<file path="config.mk">
export PLATFORM = sky130hd
export DESIGN_NAME = mem_access_stage_flat
export DESIGN_NICKNAME = d
export VERILOG_FILES = /design/src/rtl/mem_access_stage_pkg.sv /design/src/rtl/mem_access_stage_if.sv /design/src/rtl/mem_access_stage_load_align.sv /design/src/rtl/mem_access_stage.sv /design/src/flat_wrapper.sv
export SDC_FILE = /design/constraint.sdc
export NUM_CORES = 1
export LEC_CHECK = 0
export ABC_AREA = 1
export CAP_MARGIN = 5
export CORE_ASPECT_RATIO = 1.25
export CORE_MARGIN = 8
export CORE_UTILIZATION = 50
export CTS_CLUSTER_SIZE = 28
export DETAILED_ROUTE_END_ITERATION = 8
export GPL_TIMING_DRIVEN = 0
export PLACE_DENSITY = 0.87
export SYNTH_ARGS = -nofsm -noshare
export SYNTH_HDL_FRONTEND = slang
export SYNTH_HIERARCHICAL = 1
export SYNTH_SLANG_ARGS = --single-unit
</file>
<file path="constraint.sdc">
create_clock -name clk -period 11.5 [get_ports clk]
set_clock_uncertainty 0.15 [all_clocks]
set_input_delay 2.3 -clock clk [delete_from_list [all_inputs] [get_ports clk]]
set_output_delay 2.3 -clock clk [all_outputs]
set_load 0.005 [all_outputs]
</file>
<file path="src/rtl/mem_access_stage_pkg.sv">
// rtl/mem_access_stage_pkg.sv - pipe_pkg: shared widths, funct3 encodings, FSM states and store helpers.
package pipe_pkg;

  localparam int XLEN = 32;

  localparam logic [2:0] F3_LB  = 3'b000;
  localparam logic [2:0] F3_LH  = 3'b001;
  localparam logic [2:0] F3_LW  = 3'b010;
  localparam logic [2:0] F3_LBU = 3'b100;
  localparam logic [2:0] F3_LHU = 3'b101;
  localparam logic [2:0] F3_SB  = 3'b000;
  localparam logic [2:0] F3_SH  = 3'b001;
  localparam logic [2:0] F3_SW  = 3'b010;

  typedef enum logic [1:0] {
    IDLE = 2'd0,
    REQ  = 2'd1,
    RESP = 2'd2
  } mem_state_t;

  function automatic logic [3:0] store_be(input logic [2:0] funct3, input logic [1:0] addr_lo);
    case (funct3)
      F3_SB:   store_be = 4'b0001 << addr_lo;
      F3_SH:   store_be = 4'b0011 << {addr_lo[1], 1'b0};
      default: store_be = 4'b1111;
    endcase
  endfunction

  function automatic logic [XLEN-1:0] store_wdata(input logic [2:0] funct3, input logic [XLEN-1:0] data);
    case (funct3)
      F3_SB:   store_wdata = {4{data[7:0]}};
      F3_SH:   store_wdata = {2{data[15:0]}};
      default: store_wdata = data;
    endcase
  endfunction

  // Halfword needs addr[0]==0, word needs addr[1:0]==0; loads 010/011/110/111 and stores other than SB/SH are words.
  function automatic logic access_misaligned(input logic is_store, input logic [2:0] funct3,
                                             input logic [1:0] addr_lo);
    logic is_half;
    logic is_word;
    if (is_store) begin
      is_half = (funct3 == F3_SH);
      is_word = (funct3 != F3_SB) && (funct3 != F3_SH);
    end else begin
      is_half = (funct3 == F3_LH) || (funct3 == F3_LHU);
      is_word = funct3[1] || (funct3 == F3_LW) || (funct3 == F3_SW);
    end
    access_misaligned = (is_half && addr_lo[0]) || (is_word && (addr_lo != 2'b00));
  endfunction

endpackage

</file>
<file path="src/rtl/mem_access_stage_if.sv">
// rtl/mem_access_stage_if.sv - request/grant/response data-memory port with master (stage) and slave (memory) views.
interface mem_access_stage_if;
  import pipe_pkg::*;

  logic            dmem_req;
  logic            dmem_we;
  logic [XLEN-1:0] dmem_addr;
  logic [XLEN-1:0] dmem_wdata;
  logic [3:0]      dmem_be;
  logic            dmem_gnt;
  logic            dmem_rvalid;
  logic [XLEN-1:0] dmem_rdata;

  modport master (
    output dmem_req, dmem_we, dmem_addr, dmem_wdata, dmem_be,
    input  dmem_gnt, dmem_rvalid, dmem_rdata
  );

  modport slave (
    input  dmem_req, dmem_we, dmem_addr, dmem_wdata, dmem_be,
    output dmem_gnt, dmem_rvalid, dmem_rdata
  );

endinterface

</file>
<file path="src/rtl/mem_access_stage_load_align.sv">
// rtl/mem_access_stage_load_align.sv - load_align: lane select and sign/zero extension of load data.
module load_align
  import pipe_pkg::*;
(
  input  logic [XLEN-1:0] rdata,
  input  logic [1:0]      addr_lo,
  input  logic [2:0]      funct3,
  output logic [XLEN-1:0] data
);

  logic [7:0]  byte_sel;
  logic [15:0] half_sel;

  always_comb begin
    byte_sel = rdata[{addr_lo, 3'b000} +: 8];
    half_sel = addr_lo[1] ? rdata[31:16] : rdata[15:0];
    case (funct3)
      F3_LB:   data = {{24{byte_sel[7]}}, byte_sel};
      F3_LBU:  data = {24'b0, byte_sel};
      F3_LH:   data = {{16{half_sel[15]}}, half_sel};
      F3_LHU:  data = {16'b0, half_sel};
      default: data = rdata;
    endcase
  end

endmodule

</file>
<file path="src/rtl/mem_access_stage.sv">
// rtl/mem_access_stage.sv - memory-access pipeline stage; optional MISALIGN_TRAP_EN traps misaligned accesses.
module mem_access_stage
  import pipe_pkg::*;
(
  input  logic                clk,
  input  logic                rst,
  input  logic                in_valid,
  output logic                in_ready,
  input  logic [XLEN-1:0]     alu_result,
  input  logic [XLEN-1:0]     store_data,
  input  logic                mem_read,
  input  logic                mem_write,
  input  logic [2:0]          funct3,
  input  logic [4:0]          rd,
  input  logic                reg_write,
  mem_access_stage_if.master  dmem,
  output logic                wb_valid,
  output logic                wb_reg_write,
  output logic [4:0]          wb_rd,
  output logic [XLEN-1:0]     wb_data,
  output logic                misalign_err
);

  mem_state_t      state_q, state_d;
  logic            req_q, req_d;
  logic            we_q, we_d;
  logic [XLEN-1:0] addr_q, addr_d;
  logic [XLEN-1:0] wdata_q, wdata_d;
  logic [3:0]      be_q, be_d;
  logic [1:0]      addr_lo_q, addr_lo_d;
  logic [2:0]      f3_q, f3_d;
  logic [4:0]      rd_q, rd_d;
  logic            wreg_q, wreg_d;
  logic            wb_valid_q, wb_valid_d;
  logic            wb_wreg_q, wb_wreg_d;
  logic [4:0]      wb_rd_q, wb_rd_d;
  logic [XLEN-1:0] wb_data_q, wb_data_d;
  logic [XLEN-1:0] load_data;
  logic            accept;
  logic            is_mem;

`ifdef MISALIGN_TRAP_EN
  logic mis_q, mis_d;
`endif

  // Gated by rst so the handshake reads 0 while reset is held.
  assign in_ready = (state_q == IDLE) && !rst;
  assign accept   = in_valid && in_ready;
  assign is_mem   = mem_read || mem_write;

  load_align u_load_align (
    .rdata   (dmem.dmem_rdata),
    .addr_lo (addr_lo_q),
    .funct3  (f3_q),
    .data    (load_data)
  );

  always_comb begin
    state_d    = state_q;
    req_d      = req_q;
    we_d       = we_q;
    addr_d     = addr_q;
    wdata_d    = wdata_q;
    be_d       = be_q;
    addr_lo_d  = addr_lo_q;
    f3_d       = f3_q;
    rd_d       = rd_q;
    wreg_d     = wreg_q;
    wb_valid_d = 1'b0;
    wb_wreg_d  = wb_wreg_q;
    wb_rd_d    = wb_rd_q;
    wb_data_d  = wb_data_q;
`ifdef MISALIGN_TRAP_EN
    mis_d      = 1'b0;
`endif
    case (state_q)
      IDLE: begin
        if (accept) begin
          rd_d      = rd;
          wreg_d    = reg_write && (rd != 5'd0);
          f3_d      = funct3;
          addr_lo_d = alu_result[1:0];
          if (!is_mem) begin
            wb_valid_d = 1'b1;
            wb_wreg_d  = reg_write && (rd != 5'd0);
            wb_rd_d    = rd;
            wb_data_d  = alu_result;
          end
`ifdef MISALIGN_TRAP_EN
          else if (access_misaligned(mem_write, funct3, alu_result[1:0])) begin
            wb_valid_d = 1'b1;
            wb_wreg_d  = 1'b0;
            wb_rd_d    = rd;
            mis_d      = 1'b1;
          end
`endif
          else begin
            state_d = REQ;
            req_d   = 1'b1;
            we_d    = mem_write;
            addr_d  = {alu_result[31:2], 2'b00};
            be_d    = mem_write ? store_be(funct3, alu_result[1:0]) : 4'b1111;
            wdata_d = mem_write ? store_wdata(funct3, store_data) : '0;
          end
        end
      end
      REQ: begin
        if (dmem.dmem_gnt) begin
          req_d = 1'b0;
          if (we_q) begin
            state_d    = IDLE;
            wb_valid_d = 1'b1;
            wb_wreg_d  = 1'b0;
            wb_rd_d    = rd_q;
            wb_data_d  = '0;
          end else begin
            state_d = RESP;
          end
        end
      end
      RESP: begin
        if (dmem.dmem_rvalid) begin
          state_d    = IDLE;
          wb_valid_d = 1'b1;
          wb_wreg_d  = wreg_q;
          wb_rd_d    = rd_q;
          wb_data_d  = load_data;
        end
      end
      default: state_d = IDLE;
    endcase
  end

  always_ff @(posedge clk or posedge rst) begin
    if (rst) begin
      state_q    <= IDLE;
      req_q      <= 1'b0;
      we_q       <= 1'b0;
      addr_q     <= '0;
      wdata_q    <= '0;
      be_q       <= '0;
      addr_lo_q  <= '0;
      f3_q       <= '0;
      rd_q       <= '0;
      wreg_q     <= 1'b0;
      wb_valid_q <= 1'b0;
      wb_wreg_q  <= 1'b0;
      wb_rd_q    <= '0;
      wb_data_q  <= '0;
    end else begin
      state_q    <= state_d;
      req_q      <= req_d;
      we_q       <= we_d;
      addr_q     <= addr_d;
      wdata_q    <= wdata_d;
      be_q       <= be_d;
      addr_lo_q  <= addr_lo_d;
      f3_q       <= f3_d;
      rd_q       <= rd_d;
      wreg_q     <= wreg_d;
      wb_valid_q <= wb_valid_d;
      wb_wreg_q  <= wb_wreg_d;
      wb_rd_q    <= wb_rd_d;
      wb_data_q  <= wb_data_d;
    end
  end

`ifdef MISALIGN_TRAP_EN
  always_ff @(posedge clk or posedge rst) begin
    if (rst) mis_q <= 1'b0;
    else     mis_q <= mis_d;
  end
  assign misalign_err = mis_q;
`else
  assign misalign_err = 1'b0;
`endif

  assign dmem.dmem_req   = req_q;
  assign dmem.dmem_we    = we_q;
  assign dmem.dmem_addr  = addr_q;
  assign dmem.dmem_wdata = wdata_q;
  assign dmem.dmem_be    = be_q;

  assign wb_valid     = wb_valid_q;
  assign wb_reg_write = wb_wreg_q;
  assign wb_rd        = wb_rd_q;
  assign wb_data      = wb_data_q;

endmodule

</file>
<file path="src/flat_wrapper.sv">
// flat-port wrapper written by rule: the top's interface ports become plain ports
module mem_access_stage_flat import pipe_pkg::*;
  (clk, rst, in_valid, in_ready, alu_result, store_data, mem_read, mem_write, funct3, rd, reg_write, wb_valid, wb_reg_write, wb_rd, wb_data, misalign_err, dmem_dmem_req, dmem_dmem_we, dmem_dmem_addr, dmem_dmem_wdata, dmem_dmem_be, dmem_dmem_gnt, dmem_dmem_rvalid, dmem_dmem_rdata);
  mem_access_stage_if dmem_i ();
  input  logic clk;
  input  logic rst;
  input  logic in_valid;
  output logic in_ready;
  input  logic [XLEN-1:0] alu_result;
  input  logic [XLEN-1:0] store_data;
  input  logic mem_read;
  input  logic mem_write;
  input  logic [2:0] funct3;
  input  logic [4:0] rd;
  input  logic reg_write;
  output logic wb_valid;
  output logic wb_reg_write;
  output logic [4:0] wb_rd;
  output logic [XLEN-1:0] wb_data;
  output logic misalign_err;
  output wire logic [$bits(dmem_i.dmem_req)-1:0] dmem_dmem_req;
  output wire logic [$bits(dmem_i.dmem_we)-1:0] dmem_dmem_we;
  output wire logic [$bits(dmem_i.dmem_addr)-1:0] dmem_dmem_addr;
  output wire logic [$bits(dmem_i.dmem_wdata)-1:0] dmem_dmem_wdata;
  output wire logic [$bits(dmem_i.dmem_be)-1:0] dmem_dmem_be;
  input wire logic [$bits(dmem_i.dmem_gnt)-1:0] dmem_dmem_gnt;
  input wire logic [$bits(dmem_i.dmem_rvalid)-1:0] dmem_dmem_rvalid;
  input wire logic [$bits(dmem_i.dmem_rdata)-1:0] dmem_dmem_rdata;
  assign dmem_dmem_req = dmem_i.dmem_req;
  assign dmem_dmem_we = dmem_i.dmem_we;
  assign dmem_dmem_addr = dmem_i.dmem_addr;
  assign dmem_dmem_wdata = dmem_i.dmem_wdata;
  assign dmem_dmem_be = dmem_i.dmem_be;
  assign dmem_i.dmem_gnt = dmem_dmem_gnt;
  assign dmem_i.dmem_rvalid = dmem_dmem_rvalid;
  assign dmem_i.dmem_rdata = dmem_dmem_rdata;
  mem_access_stage u_core (.clk(clk), .rst(rst), .in_valid(in_valid), .in_ready(in_ready), .alu_result(alu_result), .store_data(store_data), .mem_read(mem_read), .mem_write(mem_write), .funct3(funct3), .rd(rd), .reg_write(reg_write), .dmem(dmem_i), .wb_valid(wb_valid), .wb_reg_write(wb_reg_write), .wb_rd(wb_rd), .wb_data(wb_data), .misalign_err(misalign_err));
endmodule
</file>
### After elaboration in Yosys (flattened, before gate mapping)

Index checks and enable logic that the tools add are counted.

* input port bits: 112
* word-level logic and storage cells: 85
* bits in registers: 120
* output and inout bits: 111

* shift operators: 3
* mux-type cells: 40
* equal/unequal tests: 12
* reduce and logical (&&, ||, !) cells: 16

Operator list (count)
* 32-bit two-way mux: 6
* 32-bit one-hot mux with 4 select lines: 1
* 32-bit one-hot mux with 3 select lines: 1
* 32-bit one-hot mux with 2 select lines: 1
* 32-bit by 6-bit variable part select with 8-bit output: 1
* 5-bit two-way mux: 5
* 16-bit two-way mux: 1
* 5-bit one-hot mux with 3 select lines: 1
* 1-bit two-way mux: 13
* 2-bit two-way mux: 5
* 4-bit one-hot mux with 2 select lines: 1
* 4-bit AND reduction: 2
* 3-bit by 1-bit == test with 1-bit output (second input constant): 2
* 3-bit == test (second input constant): 2
* 3-bit zero test: 2
* 2-bit by 1-bit != test with 1-bit output (second input constant): 3
* 2-bit != test (second input constant): 3
* 1-bit one-hot mux with 3 select lines: 2
* 2-bit one-hot mux with 3 select lines: 1
* 6-bit AND reduction: 1
* 5-bit nonzero test: 1
* 4-bit two-way mux: 1
* 1-bit by 2-bit left shift with 4-bit output (first input constant): 1
* 2-bit by 2-bit left shift with 4-bit output (first input constant): 1
* 11 further kinds: 13

### Logic depth before layout (Yosys ltp)

* depth after elaboration: 5
* depth in mapped cells: 12
* depth with buffers taken out: 10

### Modules after synthesis

Netlist, hierarchy kept.

By module, submodules not included
* mem_access_stage: cells an instance 731, instances 1, sequential area each 3002.9 µm², area an instance 5646.7 µm²
* load_align: cells an instance 159, instances 1, sequential area each 0.0 µm², area an instance 812.0 µm²

### Least setup slack after synthesis

No wires, ideal clock.

* path type: input to output
* from: in rst
* to: out in_ready
* buffers on the path: 0
* arrival: 2409 ps
* slack: 6641 ps
* stages: 1
* required time: 9050 ps
* cells stage by stage: nor2_4

* word-level cells in the longest chain between the ends: 2

RTL lines
* from (decl): RTL line flat_wrapper.sv:6 `input logic rst;`
* 1-bit zero test: RTL line mem_access_stage.sv:47 `assign in_ready = (state_q == IDLE) && !rst;`
* 1-bit logical AND: RTL line mem_access_stage.sv:47
* to (decl): RTL line flat_wrapper.sv:8 `output logic in_ready;`

No other way between the ends.

### Worst setup path in the final report

Same ends and word-level chain as after synthesis.

==> impl_metrics.toml <==
[power_and_ir_drop]
power.leakage_nw = 4.845
ir_drop_mv = 0.1329
finalPower_mw = 2.531
power_density_nw_per_um2 = 265.9

[final_layout]
final_cells = 1312
drive_gt1_share_pct = 8.741
postLayoutCoreUtil_pct = 75.18
num-nets-final = 1248
nFillCells = 934
area_growth_pct = 47.38
antenna_cells = 0
fin_area_um2 = 9519

[sta]
worst_pin_slew_ns = 0.5977
finalSetupTns_ns = 0
rsz0062_at_grt = "no"
finalSetupViolations = 0
hold_viol = 0
maxSlewHeadroom_pct = 60.15
whs_ns = 0.3197
max_freq_ghz = 0.1660
min_period_ns = 6.025
slew_viol_final = 0
timing.final.ws_setup_ns = 5.475
min_period_over_period_pct = 52.39

[global_routing]
overflow = 0
grt_pass1_wl_mm = 37.47
grt_pass1_vias = 7126
grt_max_degree = 89
antenna_found_initial = 0
grtUsageTotal_pct = 28.56

[clock_network]
cts_made_buffers = 17
cts_sinks = 120
cts-root-buf = "clkbuf_16"
postCtsHoldBufs = 0
cts_tree = "built"
clkLatencyLatePin_ns = 0.42
clk_pin_slew_ns = 0.05
max-clock-path-buffers = 2
cts-resized-gates = 0
cts_setup_buffers = 0
htreeDepth = 4

[logic_synthesis]
synth_cell_types = 31
synth_warnings = 6
synth-edff-count = 0
synth_cells = 890
synth_top_area_cell = "dfrtp_1"
synthArstFlopShare_pct = 100.0
synthFlopType = "dfrtp_1"
synth_area_um2 = 6459
yosysTopAreaCellShare_pct = 46.49
synth_seq_area_share_pct = 46.49
syn_avg_cell_area_um2 = 7.257
synth.most_common_cell = "nand2_1"
yosys-top-cells-count = "nand2_1 (429), dfrtp_1 (120), nand3_1 (58), inv_1 (52), o21ai_0 (47)"
synth_area_leaders = "dfrtp_1 (46%), nand2_1 (25%), nand3_1 (4.5%)"
ys_ff_latch = 120

[floorplan]
die_h_um = 143.1
fp-row-count = 46
core_um2 = 12660
die_area_um2 = 16830
initial_core_util_pct = 51.01
die_x_um = 117.7
num_io_pins = 223

[placed_design]
dp.cells = 1280
dpl_cell_area_um2 = 8901
dp_hpwl_mm = 18.32
pre_cts_slack_ns = 5.471
place_congestion = 0.9435
io_buffers = 219

[setup_path]
critical_path.max_stage_delay_ns = 0.55
cp_max_fo = 3
end_kind = "output port"
crit_arrival_ns = 3.57
rrSetupSlack_ns = 9.30
start_kind = "primary input"
path_class = "primary input to output port"
required_ns = 9.05
cp_common_cell = "clkdlybuf4s50_1"
crit_path_top_delay_cell = "clkdlybuf4s50_1"
cp_cell_sequence = "clkdlybuf4s50_1 > nor2_4 > clkdlybuf4s50_1"

[detailed_routing]
via_per_inst = 5.411
drc = 0
drtIter0Drc = 634
wl_per_cell_um = 18.33
wirelength_mm = 24.05
ant_nets = 0
drt_pass1_iterations = 8
via_count = 7099

[job]
cap_viol_max_count = 0

[worst_hold_path]
min_path_type = "flip-flop to flip-flop"

[status]
status = "completed"
-- cells by family (layout without fill, tap and decap cells) --
group,count (synthesis),count (layout),synth area share (%)
AOI/OAI and AO/OA,73,73,5.831
other,1,3,0.05806
and+or+nand+nor,583,583,38.65
buffers and inverters,108,360,8.001
DFF,120,120,46.49
adders and majority gates,5,5,0.9686
-- registers in the layout, indices dropped and copies added (netlist names), 2 cells and up --
register	count
u_core/addr_lo_q	2
u_core/dmem.dmem_addr	30
u_core/dmem.dmem_be	4
u_core/dmem.dmem_wdata	32
u_core/f3_q	3
u_core/rd_q	5
u_core/state_q	2
u_core/wb_data	32
u_core/wb_rd	5
-- cell type report --
| class | count | area [um^2] | area share (%) |
|---|---|---|---|
| well taps | 168 | 210.2 | 2.208 |
| flip-flops and latches | 120 | 3003 | 31.55 |
| clock buffers | 17 | 425.4 | 4.469 |
| inverters | 57 | 221.5 | 2.326 |
| plain buffers | 51 | 300.3 | 3.155 |
| repair buffers | 220 | 2220 | 23.32 |
| multi-input cells | 664 | 2947 | 30.95 |
| clock inverters | 15 | 192.7 | 2.024 |
-- placed cells by master, fill, tap and decap left out, types with 5 or more instances in the layout --
| cell type | n |
|---|---|
| buf_4 | 5 |
| o21ai_0 | 47 |
| clkdlybuf4s50_1 | 219 |
| clkbuf_16 | 17 |
| nand3_2 | 9 |
| buf_6 | 8 |
| nor2_1 | 29 |
| buf_2 | 24 |
| dfrtp_1 | 120 |
| nand3_1 | 58 |
| nand2_1 | 429 |
| inv_1 | 51 |
| clkbuf_1 | 12 |
| nand2_2 | 5 |
| ha_1 | 5 |
| o21ai_1 | 17 |
| nand4_1 | 35 |
-- per-layer routing --
layer | vias up | share of wire (%) | global-route usage, %
li1 | 3301 | - | -
met1 | 3316 | 36 | 30.41
met2 | 404 | 50 | 50.18
met3 | 78 | 9.5 | 8.653
met4 | 0 | 4.5 | 15.34
met5 | - | 0 | 0
-- worst max-delay path, delay by kind of cell --
family / cells / cell delay, ns
AND/OR/NAND/NOR: 1 / 0.18
buffers and inverters: 2 / 1.09
-- path summary, 6_finish.rpt --
check / start / to / cells past startpoint
max: rst / in_ready / 3
min: u_core/dmem.dmem_addr[11] / u_core/dmem.dmem_addr[11] / 2
max reg2reg: u_core/state_q[0] / u_core/wb_data[26] / 8
min reg2reg: u_core/dmem.dmem_addr[11] / u_core/dmem.dmem_addr[11] / 2
max in group asynchronous: rst / u_core/dmem.dmem_addr[11] / 3
min in group asynchronous: rst / u_core/dmem.dmem_we / 2
-- report_power, final --
group	total, mW	switching, mW	internal [mW]
logic	1.25	0.679	0.574
registers	0.723	0.113	0.610
clock network	0.556	0.211	0.345
Note: power is estimated with default switching activity, not from simulation.
